### config.mk
export PLATFORM = sky130hd
export DESIGN_NAME = sp_ram_ctrl
export DESIGN_NICKNAME = d
export VERILOG_FILES = /design/src/rtl/sp_ram_ctrl_pkg.sv /design/src/rtl/sp_ram_ctrl_obuf.sv /design/src/rtl/sp_ram_ctrl.sv
export SDC_FILE = /design/constraint.sdc
export NUM_CORES = 1
export LEC_CHECK = 0
export ABC_CLOCK_PERIOD_IN_PS = 2300
export BUFFER_PORTS_ARGS = -buffer_cell sky130_fd_sc_hd__buf_2
export CAP_MARGIN = 10
export CORE_UTILIZATION = 35
export CTS_BUF_LIST = sky130_fd_sc_hd__clkbuf_8 sky130_fd_sc_hd__clkbuf_16
export CTS_CLUSTER_SIZE = 40
export DETAILED_ROUTE_END_ITERATION = 6
export SLEW_MARGIN = 20
export SYNTH_ARGS = -nofsm -noshare
export SYNTH_HDL_FRONTEND = slang
export SYNTH_SLANG_ARGS = --single-unit
### constraint.sdc
create_clock -name clk -period 2.3 [get_ports clk]
set_input_delay 0 -clock clk [delete_from_list [all_inputs] [get_ports clk]]
set_output_delay 0 -clock clk [all_outputs]
set_load 0.01 [all_outputs]
### src/rtl/sp_ram_ctrl_pkg.sv
// ---------------------------------------------------------------------------
// sp_ram_ctrl_pkg
// Shared types for the single-port RAM controller:
//   state_e : controller FSM state (INIT clears the RAM, RUN serves requests)
//   gnt_e   : which request channel owns the RAM port in the current cycle
//   grant_rr: round-robin arbitration helper between the write and read
//             channels
// ---------------------------------------------------------------------------
package sp_ram_ctrl_pkg;

  typedef enum logic {
    INIT = 1'b0,
    RUN  = 1'b1
  } state_e;

  typedef enum logic [1:0] {
    GNT_NONE = 2'd0,
    GNT_WR   = 2'd1,
    GNT_RD   = 2'd2
  } gnt_e;

  // Picks the channel that owns the RAM this cycle. When both channels can go,
  // the one that did not win the last grant takes it, so a flag that starts
  // out as "read" hands the first conflict to the write channel.
  function automatic gnt_e grant_rr(input logic wr_ok,
                                    input logic rd_ok,
                                    input logic last_was_rd);
    gnt_e g;
    g = GNT_NONE;
    if (wr_ok && rd_ok) begin
      g = last_was_rd ? GNT_WR : GNT_RD;
    end else if (wr_ok) begin
      g = GNT_WR;
    end else if (rd_ok) begin
      g = GNT_RD;
    end
    return g;
  endfunction

endpackage

### src/rtl/sp_ram_ctrl_obuf.sv
// ---------------------------------------------------------------------------
// sp_ram_ctrl_obuf
// Synchronous response FIFO holding read data on its way to the response
// channel. DEPTH must be a power of two so the pointers wrap for free.
// Ports:
//   clk, rst_n   : clock and asynchronous active-low reset
//   push_i       : write push_data_i into the tail this cycle
//   push_data_i  : data to enqueue
//   pop_i        : drop the head entry this cycle
//   pop_data_o   : head entry (valid whenever empty_o is low)
//   count_o      : number of stored entries, 0..DEPTH
//   empty_o      : no entries stored
// ---------------------------------------------------------------------------
module sp_ram_ctrl_obuf
  import sp_ram_ctrl_pkg::*;
#(
  parameter int DW    = 18,
  parameter int DEPTH = 4
)(
  input  logic                     clk,
  input  logic                     rst_n,
  input  logic                     push_i,
  input  logic [DW-1:0]            push_data_i,
  input  logic                     pop_i,
  output logic [DW-1:0]            pop_data_o,
  output logic [$clog2(DEPTH):0]   count_o,
  output logic                     empty_o
);

  localparam int PW = $clog2(DEPTH);
  localparam int CW = PW + 1;

  logic [DW-1:0] mem_q [DEPTH];
  logic [PW-1:0] wr_ptr_q, wr_ptr_d;
  logic [PW-1:0] rd_ptr_q, rd_ptr_d;
  logic [CW-1:0] count_q, count_d;
  logic          do_push;
  logic          do_pop;

  // Pushes into a full buffer and pops from an empty one are ignored so a
  // misbehaving caller cannot corrupt the pointers; the controller's credit
  // check keeps the push side from ever needing this.
  always_comb begin
    do_push  = push_i && (count_q != CW'(DEPTH));
    do_pop   = pop_i && (count_q != '0);
    wr_ptr_d = wr_ptr_q;
    rd_ptr_d = rd_ptr_q;
    count_d  = count_q;
    if (do_push) begin
      wr_ptr_d = wr_ptr_q + PW'(1);
    end
    if (do_pop) begin
      rd_ptr_d = rd_ptr_q + PW'(1);
    end
    // A push and pop together leave the occupancy where it was.
    case ({do_push, do_pop})
      2'b10:   count_d = count_q + CW'(1);
      2'b01:   count_d = count_q - CW'(1);
      default: count_d = count_q;
    endcase
  end

  // Pointer and occupancy registers; reset empties the buffer.
  always_ff @(posedge clk or negedge rst_n) begin
    if (!rst_n) begin
      wr_ptr_q <= '0;
      rd_ptr_q <= '0;
      count_q  <= '0;
    end else begin
      wr_ptr_q <= wr_ptr_d;
      rd_ptr_q <= rd_ptr_d;
      count_q  <= count_d;
    end
  end

  // Storage needs no reset: an entry is only ever read after being written.
  always_ff @(posedge clk) begin
    if (do_push) begin
      mem_q[wr_ptr_q] <= push_data_i;
    end
  end

  assign pop_data_o = mem_q[rd_ptr_q];
  assign count_o    = count_q;
  assign empty_o    = (count_q == '0);

endmodule

### src/rtl/sp_ram_ctrl.sv
// ---------------------------------------------------------------------------
// sp_ram_ctrl
// Front end for an external single-port RAM with a fixed read latency.
// After reset it optionally zero-fills the whole RAM, then arbitrates between
// a write channel and a read channel (round robin on conflict), tracks reads
// in flight and returns read data, in order, through a response FIFO.
// Ports:
//   clk, rst_n                         : clock, asynchronous active-low reset
//   wr_valid/wr_ready/wr_addr/wr_data  : write request channel
//   rd_valid/rd_ready/rd_addr          : read request channel
//   rsp_valid/rsp_ready/rsp_data       : read response channel
//   ram_we/ram_addr/ram_din/ram_dout   : RAM port; ram_dout is valid
//                                        RD_LATENCY cycles after the address
//   init_done                          : controller is serving requests
// ---------------------------------------------------------------------------
module sp_ram_ctrl
  import sp_ram_ctrl_pkg::*;
#(
  parameter int AW         = 10,
  parameter int DW         = 18,
  parameter int RD_LATENCY = 1,
  parameter int OBUF_DEPTH = 4,
  parameter bit INIT_CLEAR = 1'b1
)(
  input  logic          clk,
  input  logic          rst_n,
  input  logic          wr_valid,
  output logic          wr_ready,
  input  logic [AW-1:0] wr_addr,
  input  logic [DW-1:0] wr_data,
  input  logic          rd_valid,
  output logic          rd_ready,
  input  logic [AW-1:0] rd_addr,
  output logic          rsp_valid,
  input  logic          rsp_ready,
  output logic [DW-1:0] rsp_data,
  output logic          ram_we,
  output logic [AW-1:0] ram_addr,
  output logic [DW-1:0] ram_din,
  input  logic [DW-1:0] ram_dout,
  output logic          init_done
);

  localparam int CW    = $clog2(OBUF_DEPTH) + 1;
  localparam int CNT_W = CW + 1;

  state_e                state_q, state_d;
  logic [AW-1:0]         init_cnt_q, init_cnt_d;
  logic                  last_rd_q, last_rd_d;
  logic [RD_LATENCY-1:0] rd_pipe_q, rd_pipe_d;
  gnt_e                  gnt;
  logic [CW-1:0]         obuf_count;
  logic                  obuf_empty;
  logic [CNT_W-1:0]      inflight;
  logic [CNT_W-1:0]      committed;
  logic                  rd_ok;
  logic                  obuf_push;
  logic                  obuf_pop;

  // Every read in flight or sitting in the buffer holds a buffer slot, so a
  // new read is only admitted while a free slot remains. This is what keeps
  // the response FIFO from overflowing when rsp_ready is held low.
  always_comb begin
    inflight = '0;
    for (int i = 0; i < RD_LATENCY; i++) begin
      inflight = inflight + CNT_W'(rd_pipe_q[i]);
    end
    committed = inflight + CNT_W'(obuf_count);
    rd_ok     = rd_valid && (committed < CNT_W'(OBUF_DEPTH));
  end

  // Next-state and RAM-port decision. At most one RAM operation issues per
  // cycle and the RAM port is driven straight from that decision. Everything
  // is forced idle while rst_n is low so the RAM sees no write during reset.
  always_comb begin
    state_d    = state_q;
    init_cnt_d = init_cnt_q;
    last_rd_d  = last_rd_q;
    gnt        = GNT_NONE;
    ram_we     = 1'b0;
    ram_addr   = '0;
    ram_din    = '0;
    if (rst_n) begin
      case (state_q)
        INIT: begin
          ram_we     = 1'b1;
          ram_addr   = init_cnt_q;
          init_cnt_d = init_cnt_q + AW'(1);
          if (init_cnt_q == '1) begin
            state_d = RUN;
          end
        end
        RUN: begin
          gnt = grant_rr(wr_valid, rd_ok, last_rd_q);
          case (gnt)
            GNT_WR: begin
              ram_we    = 1'b1;
              ram_addr  = wr_addr;
              ram_din   = wr_data;
              last_rd_d = 1'b0;
            end
            GNT_RD: begin
              ram_addr  = rd_addr;
              last_rd_d = 1'b1;
            end
            default: ;
          endcase
        end
        default: state_d = RUN;
      endcase
    end
  end

  // The in-flight shift register marks which cycles carry read data on
  // ram_dout: a bit enters when a read issues and reaches the last stage in
  // the cycle the RAM presents that read's data.
  always_comb begin
    rd_pipe_d    = '0;
    rd_pipe_d[0] = (gnt == GNT_RD);
    for (int i = 1; i < RD_LATENCY; i++) begin
      rd_pipe_d[i] = rd_pipe_q[i-1];
    end
  end

  // Controller state registers. Reset starts the clear sweep from address 0
  // (or goes straight to RUN when clearing is disabled), drops all reads in
  // flight and makes the next arbitration conflict favour the write channel.
  always_ff @(posedge clk or negedge rst_n) begin
    if (!rst_n) begin
      state_q    <= INIT_CLEAR ? INIT : RUN;
      init_cnt_q <= '0;
      last_rd_q  <= 1'b1;
      rd_pipe_q  <= '0;
    end else begin
      state_q    <= state_d;
      init_cnt_q <= init_cnt_d;
      last_rd_q  <= last_rd_d;
      rd_pipe_q  <= rd_pipe_d;
    end
  end

  assign obuf_push = rd_pipe_q[RD_LATENCY-1];
  assign obuf_pop  = rsp_valid && rsp_ready;

  sp_ram_ctrl_obuf #(
    .DW    (DW),
    .DEPTH (OBUF_DEPTH)
  ) u_obuf (
    .clk         (clk),
    .rst_n       (rst_n),
    .push_i      (obuf_push),
    .push_data_i (ram_dout),
    .pop_i       (obuf_pop),
    .pop_data_o  (rsp_data),
    .count_o     (obuf_count),
    .empty_o     (obuf_empty)
  );

  assign rsp_valid = !obuf_empty;
  assign wr_ready  = (gnt == GNT_WR);
  assign rd_ready  = (gnt == GNT_RD);
  assign init_done = rst_n && (state_q == RUN);

endmodule

* Word level (Yosys, flattened, before mapping) *
Memory sizes are Yosys's and may differ from the RTL's.
Cells that the tools add are included.

operators by class
  add/subtract/negate cells = 6
  order comparisons = 1
  equal/unequal tests = 8
  mux-type cells = 23
  bitwise logic cells = 1
  reductions and logical operators = 13

operators by type and width
  kind                                                                   number
  18-bit 2-to-1 mux                                                      3
  10-bit case mux with 2 select lines                                    2
  2-bit 2-to-1 mux                                                       8
  10-bit by 1-bit adder with 10-bit output, second input constant        1
  10-bit equality test, second input constant                            1
  10-bit 2-to-1 mux                                                      1
  2-bit by 1-bit equality test with 1-bit output, second input constant  3
  2-bit equality test, second input constant                             3
  1-bit logical AND                                                      6
  1-bit 2-to-1 mux                                                       6
  3-bit case mux with 2 select lines                                     1
  1-bit by 3-bit adder with 4-bit output                                 1
  2-bit by 1-bit adder with 2-bit output, second input constant          2
  4-bit by 3-bit < comparator with 1-bit output, second input constant   1
  1-bit case mux with 2 select lines                                     2
  2-bit nonzero test                                                     2
  3-bit by 1-bit adder with 3-bit output, second input constant          1
  3-bit zero test                                                        1
  3-bit != test, second input constant                                   1
  3-bit AND reduction                                                    1
  3-bit nonzero test                                                     1
  3-bit by 1-bit subtractor with 3-bit output, second input constant     1
  2-bit AND reduction                                                    1
  1-bit zero test                                                        1
  1-bit NOT                                                              1

word-level totals
  bits in registers = 20
  memory bits (writable) = 72
  input port bits = 61
  output and inout port bits = 51
  word-level logic and storage cells = 60
  memories kept = 1

memory list
  memory        words  bits a word  read ports  clocked after memory_dff  wr ports  RTL line                text
  u_obuf.mem_q  4      18           1           0                         1         sp_ram_ctrl_obuf.sv:33  logic [DW-1:0] mem_q [DEPTH];

* Logic depth before layout (Yosys ltp) *
  depth in word-level cells = 12
  gate-level depth with buffers = 9
  depth with buffers taken out = 9

* By module *
Synthesis repeated with hierarchy kept, for this count alone.

second synthesis, totals
  cell total of the unflattened synthesis = 254
  area total of the unflattened synthesis = 4066.4 µm²

modules (own cells, without submodules)
  module            instances  cells an instance  area an instance (µm²)  sequential area each (µm²)
  sp_ram_ctrl_obuf  1          131                3031.7                  2337.2
  sp_ram_ctrl       1          123                1034.7                  326.6

* Least setup slack after synthesis *
OpenSTA, ideal clock, no wires.

  path kind = flip-flop to flip-flop
  start point = reg u_obuf.count_q[0], in the netlist u_obuf.count_o[0]
  end point = reg u_obuf.count_q[2], in the netlist u_obuf.count_o[2]
  setup time = 0.079 ns
  arrival time = 1.678 ns
  required time = 2.221 ns
  path slack = 0.543 ns
  stages on the path, launching flop included = 10
  buffers on the path = 0
  clock period less this slack = 1.757 ns
  path through = dfrtp_1 > inv_1 > a31oi_4 > inv_1 > ha_1 > inv_1 > fa_1 > xor2_1 > nor2_1 > xor2_1

on the way
  longest elaborated chain between the ends = 6
  elaborated cells on any way between the ends = 13
  those cells by class = add/sub: 2; eq/ne: 3; mux: 1; reduce/logical: 7

ends and longest elaborated chain
  item                                                                                   RTL line                text
  from (decl)                                                                            sp_ram_ctrl_obuf.sv:36  logic [CW-1:0] count_q, count_d;
  from (signal assigned)                                                                 sp_ram_ctrl_obuf.sv:72  count_q <= count_d;
  3-bit zero test                                                                        sp_ram_ctrl_obuf.sv:85  assign empty_o = (count_q == '0);
  1-bit zero test                                                                        sp_ram_ctrl.sv:159      assign rsp_valid = !obuf_empty;
  1-bit logical AND                                                                      sp_ram_ctrl.sv:143      assign obuf_pop = rsp_valid && rsp_ready;
  1-bit logical AND                                                                      sp_ram_ctrl_obuf.sv:45  do_pop = pop_i && (count_q != '0);
  2-bit by 1-bit equality test with 1-bit output or 2-bit equality test (tied branches)  sp_ram_ctrl_obuf.sv:56  case ({do_push, do_pop})
  3-bit case mux with 2 select lines or 2-bit nonzero test (tied branches)               n/a

Several ways; a longest one is shown, not always the timed one.
A chain may end at the register's enable or synchronous reset.

* Final worst setup path *
  start point = reg u_obuf.count_q[2], in the netlist u_obuf.count_o[2]
  end point = out ram_addr[0]

on the way
  longest elaborated chain between the ends = 12
  elaborated cells on any way between the ends = 14
  those cells by class = add/sub: 1; order compare: 1; eq/ne: 2; mux: 8; reduce/logical: 2

ends and longest elaborated chain
  item                                                                                   RTL line               text
  1-bit by 3-bit adder with 4-bit output (*)                                             sp_ram_ctrl.sv:68      committed = inflight + CNT_W'(obuf_count);
  4-bit by 3-bit < comparator with 1-bit output (*)                                      sp_ram_ctrl.sv:69      rd_ok = rd_valid && (committed < CNT_W'(OBUF_DEPTH));
  1-bit logical AND (*)                                                                  sp_ram_ctrl.sv:69
  2-bit 2-to-1 mux                                                                       sp_ram_ctrl_pkg.sv:34  end else if (rd_ok) begin
  2-bit 2-to-1 mux                                                                       sp_ram_ctrl_pkg.sv:32  end else if (wr_ok) begin
  2-bit 2-to-1 mux (*)                                                                   sp_ram_ctrl_pkg.sv:30  if (wr_ok && rd_ok) begin
  2-bit 2-to-1 mux (*)                                                                   sp_ram_ctrl.sv:84      case (state_q)
  2-bit 2-to-1 mux (*)                                                                   sp_ram_ctrl.sv:83      if (rst_n) begin
  2-bit equality test or 2-bit by 1-bit equality test with 1-bit output (tied branches)  sp_ram_ctrl.sv:95      case (gnt)
  10-bit case mux with 2 select lines (*)                                                sp_ram_ctrl.sv:95
  10-bit case mux with 2 select lines (*)                                                sp_ram_ctrl.sv:84
  10-bit 2-to-1 mux (*)                                                                  sp_ram_ctrl.sv:83
  to (decl)                                                                              sp_ram_ctrl.sv:38      output logic [AW-1:0] ram_addr,

Mark *: on every way between the ends. The rest lies on a longest branch, timed or not. The select of a mux whose other input is x is not followed.

==> summary.txt <==
Setup path
  – WS Path Type: reg -> out
  – Crit-path max FO: 11
  – Reg2Reg Capture Point: u_obuf.count_o[2]$_DFFE_PN0P_
  – Startpoint type of the worst setup path: register
  – Register-to-register setup slack: 0.39 ns
  – Reg2reg start: u_obuf.count_o[0]$_DFFE_PN0P_
  – Cells on worst reg2reg path: 9
  – Data required, critical path: between 2 and 2.5 ns
  – Worst path arrival time: 2.22 ns
  – CP endpoint kind: output port

Die
  – I/O Pins: between 100 and 150
  – Die height: roughly 110 um
  – Core area: about 11000 um^2
  – Initial core utilization: between 30% and 40%
  – Die span in x: 109 um
  – Floorplan row count: 38
  – Die area: between 10000 and 15000 um^2

Synthesis
  – Seq/Total Area, Yosys: between 60% and 70%
  – Mapped Area: between 4000 and 5000 um^2
  – Gate Count Post-Synth: around 250
  – Synth area leaders: edfxtp_1, dfrtp_1, mux4_2
  – Yosys top cell area share: a little over half
  – Flops & latches, synth: 92
  – Syn avg cell area: between 15 and 20 um^2
  – Cell variety after synth: 36
  – Top cell type by total area after synthesis: edfxtp_1
  – Syn nets: about 320
  – Syn. warnings: 0

STA
  – Final period utilization: between 90% and 100%
  – RSZ-0062 raised after global routing: true
  – Slew Limit Headroom: 58.8%
  – Setup Skew: approximately 0.005 ns
  – WHS: between 0.07 and 0.08 ns
  – Worst Setup Slack, final: between 0.07 and 0.08 ns
  – Fin crit period: around 2.2 ns
  – Final Setup Violations: 0
  – Worst-Margin Slew: around 0.62 ns
  – Post-route setup TNS: 0 ns
  – Final hold vios: 0
  – Fmax: between 400 and 500 MHz
  – Pins Over Slew Limit: 0

Place
  – Detail Placement HPWL: 5.49 mm
  – Final Wtd Congestion: slightly above 0.8
  – Post-place setup slack: approximately 0.24 ns
  – Port Buffers: ~110
  – Area after DPL: between 4000 and 5000 um^2

Hold path
  – HP Class: in -> reg
  – Worst Hold Depth: 3
  – Hold Startpoint: rsp_ready
  – Hold worst-path end: u_obuf.rd_ptr_q[0]$_DFFE_PN0P_

Cells and area
  – Synth-to-Final Area Change: 32.1%
  – Most common cell after layout, fill and taps aside: buf_2
  – Share of layout cells above drive strength 1: 41.9%
  – Final Cell Area: about 5300 um^2
  – Most frequent cells in the layout: buf_2, edfxtp_1, and2_1
  – Nets: approximately 460
  – Antenna diodes: 0
  – Fillers: between 900 and 1000

Global route
  – Met3 GRT Util: between 3 and 4%
  – Grt met2 use: about a quarter
  – Pin count of the biggest net entering global routing: 25
  – First-pass GRT wire length: between 10 and 15 mm
  – Initial antenna violation count: 0
  – Grt total ovfl: 0
  – All-Layer GR Usage: 14.6%
  – Met1 GRT Util: between 10% and 20%
  – Gr busiest metal: met2
  – Vias in the first global route: between 2000 and 3000

Job
  – Max-cap violations: 0

CTS
  – CTS Buf Count: 9
  – Clk buf depth: 2
  – H-tree levels: 3
  – Root Driver: clkbuf_16
  – Clock transition at path regs: 0.06 ns
  – Sink count of the clock tree: 92
  – Clock latency on the worst-skew pair: 0.33 ns
  – CTS tree: yes

Power
  – Max IR drop VDD: between 500 and 600 uV
  – Sw frac: 31.3%
  – Pleak: 2.15 nW
  – Flop pwr share: 39.7%
  – Pwr Total: 5.47 mW
  – Logic gate share of total power: between 30% and 40%
  – Power density cells: approximately 1000 nW/um^2
  – Cell Int Power: ~3.8 mW
  – Sw Pwr: 1.71 mW
  – Power share of the clock group: roughly a quarter

Route
  – Post-route ant nets: 0
  – Vias/cell: about 4.8
  – DRC Markers: 0
  – Via count: about 2600
  – Drt wl/cell: 15.3 um
  – Pre-antenna DRT Iters: 4
  – 1st-iter DRT viols: approximately 130
  – Final wirelength: 8.26 mm

Run status
  – Status: finished, final reports clean
worst max-delay path: stages, from the launching register on:
cell      delay, ns
dfrtp_2        0.45
nand4b_1       0.34
and2_4         0.25
ha_4           0.19
a22oi_1        0.22
o22ai_2        0.12
and2_1         0.18
buf_2          0.13
synth_stat cells:
cell and count:
nor2b_1 1, a31oi_4 1, clkbuf_2 1, nand2_1 6, mux4_2 18, nand3_1 2
o21ai_0 1, a22oi_1 10, nor4_1 1, edfxtp_1 72, mux2_2 2, xor2_1 3
xnor2_1 12, nand4b_1 2, nand2b_1 1, buf_4 1, a21boi_0 1, ha_1 8
a41o_1 1, nor3_1 3, fa_1 1, inv_1 20, nand4_1 1, nor2_1 6
o31a_1 1, o22ai_1 10, and3_1 1, buf_2 4, and2_1 33, or3_1 2
mux2i_1 1, nand3b_1 1, dfstp_2 1, dfrtp_1 19, nor2_4 1, clkbuf_1 4
area by class of cell:
| class | count | area (um^2) | area share, % |
|---|---|---|---|
| Clock buffer | 9 | 225 | 4.24 |
| Clock inverter | 7 | 66.3 | 1.25 |
| Inverter | 20 | 75.1 | 1.41 |
| Multi-Input combinational cell | 132 | 1290 | 24.3 |
| Sequential cell | 92 | 2670 | 50.2 |
| Tap cell | 140 | 175 | 3.30 |
| Timing Repair Buffer | 139 | 813 | 15.3 |
per-layer routing:
layer / up-vias / share of wire, %
li1: 1225 / -
met1: 1231 / 43
met2: 108 / 49
met3: 11 / 6.3
met4: 0 / 1.7
met5: - / 0
flip-flops by register name, summed over array words and instances (netlist names):
register,flops
state_q,1
u_obuf.count_o,3
obuf_push,1
u_obuf.mem_q,72
init_cnt_q,10
u_obuf.wr_ptr_q,2
u_obuf.rd_ptr_q,2
last_rd_q,1
through the flow:
step	utilization [%]	cells
floorplan	-	253
global placement	43.1	501
global route	48.2	539
finish	48.2	539
detailed placement	43.1	501
CTS	47.6	537
worst max-delay path by stage:
stage,startpoint,end,slack (ns),cells after the start
2_1_floorplan,u_obuf.count_o[0]$_DFFE_PN0P_,u_obuf.count_o[2]$_DFFE_PN0P_,0.54,9
3_3_place_gp,last_rd_q$_DFFE_PN1P_,ram_din[5],0.31,8
3_5_place_dp,last_rd_q$_DFFE_PN1P_,ram_din[5],0.24,8
4_1_cts,last_rd_q$_DFFE_PN1P_,ram_addr[0],0.03,8
5_1_grt,u_obuf.count_o[0]$_DFFE_PN0P_,ram_addr[5],-0.03,8
6_report,u_obuf.count_o[2]$_DFFE_PN0P_,ram_addr[0],0.08,7
kinds of logic after synthesis:
| logic type | after synthesis | synth area share, % |
|---|---|---|
| muxes | 21 | 10.9 |
| and+or+nand+nor | 61 | 8.87 |
| AOI/OAI and AO/OA | 25 | 4.73 |
| buffers and inverters | 30 | 3.05 |
| adders and majority gates | 9 | 2.99 |
| xor gates and xnor gates | 15 | 3.27 |
| DFF | 92 | 66.2 |
power groups by stage:
stage          clock network [mW]  logic [mW]  registers (mW)
6_report                     1.43        1.87            2.17
4_1_cts                      1.47        1.83            2.16
3_5_place_dp                    0        1.79            2.19
3_3_place_gp                    0        1.76            2.19
2_1_floorplan                   0        1.29            2.12
5_1_grt                      1.55        2.08            2.21
what timing repair did:
action	in CTS	in global routing
gates resized for setup	2	10
pin swaps	2	7
hold endpoints to repair	83	0
cloned	0	1
setup buffers	1	1
hold buffers	19	0
endpoints found under the setup margin	28	28
Note: power is estimated with default switching activity, not from simulation.
